`src/rtl/counter_pkg.sv`:
```
// Shared constants and helpers for the modulo-N digit counter.
package counter_pkg;

  localparam logic DIR_UP   = 1'b0;
  localparam logic DIR_DOWN = 1'b1;

  localparam int BCD_MAX_MODULUS = 100;

  // Counter width that never collapses to zero bits.
  function automatic int clog2_min1(input int n);
    return (n <= 2) ? 1 : $clog2(n);
  endfunction

endpackage

```
`src/rtl/bcd_split.sv`:
```
// Combinational split of a value 0..99 into BCD tens/ones nibbles.
module bcd_split (
  input  logic [6:0] i_val,
  output logic [3:0] o_tens,
  output logic [3:0] o_ones
);

  logic [6:0] w_tens;
  logic [6:0] w_ones;

  assign w_tens = i_val / 7'd10;
  assign w_ones = i_val % 7'd10;
  assign o_tens = w_tens[3:0];
  assign o_ones = w_ones[3:0];

endmodule

```
`src/rtl/counter_modn.sv`:
```
// Modulo-N up/down counter with preset load, registered terminal flags and a
// same-cycle carry for cascading. Define COUNTER_MODN_BCD_EN for BCD outputs.
module counter_modn
  import counter_pkg::*;
#(
  parameter int MODULUS   = 6,
  parameter int WIDTH     = clog2_min1(MODULUS),
  parameter int RESET_VAL = 0
) (
  input  logic             clk,
  input  logic             res,
  input  logic             ena,
  input  logic             dir,
  input  logic             load,
  input  logic [WIDTH-1:0] load_val,
  output logic [WIDTH-1:0] cnt,
  output logic             is_max,
  output logic             is_min,
  output logic             carry
`ifdef COUNTER_MODN_BCD_EN
  ,
  output logic [3:0]       bcd_tens,
  output logic [3:0]       bcd_ones
`endif
);

  localparam logic [WIDTH-1:0] MAX_V = WIDTH'(MODULUS - 1);
  localparam logic [WIDTH-1:0] RST_V = WIDTH'(RESET_VAL);
  localparam logic [WIDTH:0]   MOD_X = (WIDTH + 1)'(MODULUS);

  if (MODULUS < 2 || MODULUS > 256) begin : g_bad_mod
    $error("counter_modn: MODULUS out of range 2..256");
  end
  if ((64'd1 << WIDTH) < 64'(MODULUS)) begin : g_bad_width
    $error("counter_modn: WIDTH too small for MODULUS");
  end
  if (RESET_VAL < 0 || RESET_VAL >= MODULUS) begin : g_bad_rst
    $error("counter_modn: RESET_VAL must be below MODULUS");
  end

  logic [WIDTH-1:0] r_cnt;
  logic             r_is_max;
  logic             r_is_min;
  logic [WIDTH-1:0] w_next;

  // Wraps are explicit compares so MODULUS == 2**WIDTH needs no overflow.
  always_comb begin
    w_next = r_cnt;
    if (load) begin
      w_next = ({1'b0, load_val} < MOD_X) ? load_val : MAX_V;
    end else if (ena) begin
      if (dir == DIR_UP) w_next = (r_cnt == MAX_V) ? '0 : r_cnt + WIDTH'(1);
      else               w_next = (r_cnt == '0)    ? MAX_V : r_cnt - WIDTH'(1);
    end
  end

  always_ff @(posedge clk) begin
    if (res) begin
      r_cnt    <= RST_V;
      r_is_max <= (RST_V == MAX_V);
      r_is_min <= (RST_V == '0);
    end else begin
      r_cnt    <= w_next;
      r_is_max <= (w_next == MAX_V);
      r_is_min <= (w_next == '0);
    end
  end

  assign cnt    = r_cnt;
  assign is_max = r_is_max;
  assign is_min = r_is_min;
  assign carry  = ena & ~load & ~res &
                  (((dir == DIR_UP) & r_is_max) | ((dir == DIR_DOWN) & r_is_min));

`ifdef COUNTER_MODN_BCD_EN
  localparam logic [3:0] RST_T = 4'(RESET_VAL / 10);
  localparam logic [3:0] RST_O = 4'(RESET_VAL % 10);

  if (MODULUS > BCD_MAX_MODULUS) begin : g_bad_bcd
    $error("counter_modn: BCD outputs need MODULUS <= 100");
  end

  logic [3:0] r_bcd_tens;
  logic [3:0] r_bcd_ones;
  logic [3:0] w_bcd_tens;
  logic [3:0] w_bcd_ones;

  bcd_split u_bcd (
    .i_val  (7'(w_next)),
    .o_tens (w_bcd_tens),
    .o_ones (w_bcd_ones)
  );

  always_ff @(posedge clk) begin
    if (res) begin
      r_bcd_tens <= RST_T;
      r_bcd_ones <= RST_O;
    end else begin
      r_bcd_tens <= w_bcd_tens;
      r_bcd_ones <= w_bcd_ones;
    end
  end

  assign bcd_tens = r_bcd_tens;
  assign bcd_ones = r_bcd_ones;
`endif

endmodule

```
`config.mk`:
```
export PLATFORM = sky130hd
export DESIGN_NAME = counter_modn
export DESIGN_NICKNAME = d
export VERILOG_FILES = /design/src/rtl/counter_pkg.sv /design/src/rtl/bcd_split.sv /design/src/rtl/counter_modn.sv
export SDC_FILE = /design/constraint.sdc
export NUM_CORES = 1
export LEC_CHECK = 0
export ABC_CLOCK_PERIOD_IN_PS = 2300
export CELL_PAD_IN_SITES_DETAIL_PLACEMENT = 1
export CELL_PAD_IN_SITES_GLOBAL_PLACEMENT = 1
export CORE_AREA = 4 4 41 43
export CTS_BUF_LIST = sky130_fd_sc_hd__clkbuf_8
export CTS_CLUSTER_SIZE = 14
export DETAILED_ROUTE_END_ITERATION = 10
export DIE_AREA = 0 0 45 47
export PLACE_DENSITY_LB_ADDON = 0.1
export SYNTH_ARGS = -nofsm -noshare
export SYNTH_HDL_FRONTEND = slang
export SYNTH_SLANG_ARGS = --single-unit
```
`constraint.sdc`:
```
create_clock -name clk -period 2.3 [get_ports clk]
set_input_delay 0.46 -clock clk [delete_from_list [all_inputs] [get_ports clk]]
set_output_delay 0.46 -clock clk [all_outputs]
set_load 0.01 [all_outputs]
```
==> summary.md <==
| Metric | Value |
|---|---|
| Status | `completed` |
| Final TNS setup | `0 ns` |
| Yosys top cell by area | `dfxtp_1` |
| Final ANT Viol Nets | `0` |
| Netlist Area Pre-Place | `319 µm²` |
| Final Skew | `0.00240 ns` |
| Drt first pass iters | `2` |
| Overall Global Routing Usage | `10.5%` |
| Number of core rows | `13` |
| Chip Width | `about 45 µm` |
| Layout fillers | `165` |
| Count leader, synth | `dfxtp_1` |
| Total gr overflow | `0` |
| Reg2Reg Capture Point | `is_min$_SDFF_PP1_` |
| Clk buf depth | `2` |
| Die area | `0.00212 mm²` |
| Max-slew violations | `0` |
| Crit path launch type | `primary input` |
| Via count | `365` |
| Clk slew on worst S/H paths | `around 0.04 ns` |
| Cell count of the worst reg-to-reg path | `4` |
| Post-layout instance area | `542 µm²` |
| Commonest cells post-synth | `dfxtp_1, a21oi_1, nor2_1` |
| Clock sink total | `5` |
| WL/cell | `13.8 µm` |
| Core Area | `0.00130 mm²` |
| Most used DFF post-synth | `dfxtp_1` |
| Final Util | `41.6%` |
| Post-CTS Setup Inserts | `0` |
| Max Freq | `485 MHz` |
| 1st-iter DRT viols | `1` |
| Number of max-cap violations | `0` |
| Post-detail-place hpwl | `just under 800 µm` |
| Worst-path cell chain | `clkdlybuf4s50_1, nor2b_2, nor3b_1, dlygate4sd2_1` |
| Placed cell areas | `494 µm²` |
| First-pass GRT wire length | `1630 µm` |
| Peak supply drop | `0.000295 V` |
| Minimum clock period | `2.06 ns` |
| Total CTS buffers | `3` |
| Storage cell area | `100 µm²` |
| Vias in the first global route | `376` |
| DRT Wirelength | `990 µm` |
| Area Overhead vs Synth | `69.8%` |
| Crit path DAT | `1.60 ns` |
| Largest cells by area after synthesis | `dfxtp_1, a21oi_1, and4b_4` |
| Pin slew with the least headroom to its limit | `~0.52 ns` |
| CP max stage delay | `0.47 ns` |
| Largest net degree at the start of global routing | `10` |
| Post-Syn Nets | `46` |
| P per Cell Area | `637 mW/mm²` |
| Final setup viols | `0` |
| Hold crit path type | `flop to flop` |
| Hold_buf cts | `0` |
| RSZ-0062 raised after global routing | `no` |
| Final Cycle Share | `around nine tenths` |
| IO Pins | `14` |
| Yosys warns | `0` |
| Final Hold Viols | `0` |
| Starting Density | `24.5%` |
| Hold EP | `cnt[1]$_SDFF_PP0_` |
| Lkg Pwr | `0.000237 µW` |
| Post-synthesis sequential area ratio | `31.4%` |
| TritonCTS clock tree | `built` |
| Die H | `around 47 µm` |
| Multi-input gate area | `210 µm²` |
| Initial antenna violation count | `0` |
| Min Hold Slack | `0.756 ns` |
| Share of cells above drive strength 1 | `21.1%` |
| # H-tree levels | `1` |
| R2r setup slk | `0.69 ns` |
| Final GP Congestion | `0.691` |
| Skew-Pair Late Insertion Delay | `0.22 ns` |
| Clock Tree Root | `clkbuf_8` |
| Worst slew margin | `64.7%` |
| Distinct cells, synth | `25` |
| Top cell type's share of synthesized area | `around a third` |
| Ys async rst share | `0%` |
| Post-route DRC | `0` |
| Cells after Synth | `37` |
| Number of synthesized flops with an enable pin | `0` |
| Hold Path Stages | `2` |
| Worst EP required | `roughly 1.8 ns` |
| Crit path max fanout | `3` |
| Seq cells post-synth | `5` |
| Post-Syn Area per Cell | `8.62 µm²` |
| Placement Setup Slack | `-0.120 ns` |
| Worst hold start | `cnt[1]$_SDFF_PP0_` |
| Number of diodes | `0` |
| Port buffer count | `13` |
| Critical path's slowest cell | `clkdlybuf4s50_1` |
| Vias/cell | `approximately 5.1` |
| Final nets | `67` |
| Crit Path Category | `primary input to output port` |
| PnR worst setup slack | `0.240 ns` |
| CP Capture Type | `output port` |
| Reg2Reg Launch Point | `cnt[0]$_SDFF_PP0_` |
-- what timing repair did --
| action | 4_1_cts | 5_1_grt |
|---|---|---|
| gates resized for setup | 2 | 0 |
| endpoints found under the setup margin | 1 | 0 |
| endpoints found under the hold margin | 0 | 0 |
-- cell families after synthesis --
family                     count (synthesis)  share of synthesized area [%]
and+or+nand+nor                           17                           37.7
AOI/OAI and AO/OA                          9                           17.6
DFF                                        5                           31.4
buffers and inverters                      3                           3.53
xor gates and xnor gates                   1                           2.75
muxes                                      1                           3.14
adders and majority gates                  1                           3.92
-- stage by stage --
| step | instances | total power (µW) |
|---|---|---|
| after global routing | 72 | 365 |
| after floorplan | 37 | 138 |
| final | 72 | 345 |
| after CTS | 72 | 351 |
| after global placement | 68 | 180 |
| after detailed placement | 68 | 184 |
-- area by class of cell --
| class | count | area share [%] |
|---|---|---|
| multi-input combinational | 29 | 38.8 |
| timing repair buffer | 17 | 29.3 |
| sequential | 5 | 18.5 |
| clock buffer | 3 | 7.62 |
| tap | 15 | 3.46 |
| inverter | 2 | 1.39 |
| clock inverter | 1 | 0.924 |
-- layout by cell type (no fill, tap or decap), types with 2 or more instances in the layout --
master | netlist | routed
nor2_1 | 3 | 3
clkdlybuf4s50_1 | 0 | 12
nand3_1 | 2 | 2
inv_1 | 2 | 2
clkbuf_8 | 0 | 3
nand2_1 | 2 | 2
dfxtp_1 | 5 | 5
buf_4 | 0 | 4
a21oi_1 | 4 | 4
-- worst max path at each step --
| stage | start | to | slack, ns | cells after the start |
|---|---|---|---|---|
| 4_1_cts | ena | carry | 0.21 | 4 |
| 5_1_grt | ena | carry | 0.21 | 4 |
| 3_5_place_dp | ena | carry | -0.12 | 4 |
| 3_3_place_gp | ena | carry | -0.08 | 4 |
| 2_1_floorplan | dir | is_min$_SDFF_PP1_ | 0.69 | 5 |
| 6_report | ena | carry | 0.24 | 4 |
-- power breakdown --
group,total (µW),internal [µW],switching (µW),leakage (µW)
logic,77.6,46.6,31.0,0.000170
registers,104,94.7,9.23,0.0000415
clock network,164,117,47.0,0.0000255
total,345,258,87.2,0.000237
-- per-layer routing --
metal,part of all wire [%],wire length (µm),track usage (%),vias to the layer above
met5,0,0,0,-
met4,0,0,5.26,0
met3,4.8,48,0.383,0
met2,52,516,20.9,9
met1,43,425,11.1,177
li1,-,-,-,179
-- worst max-delay path: cells and delay by family --
family        cells  cell delay [ns]
buf+inv           2             0.76
simple gates      2             0.37
-- registers in the layout, summed over array words and instances (netlist names) --
signal,count
is_max,1
is_min,1
cnt,3
Power figures use the tool's default switching activity.
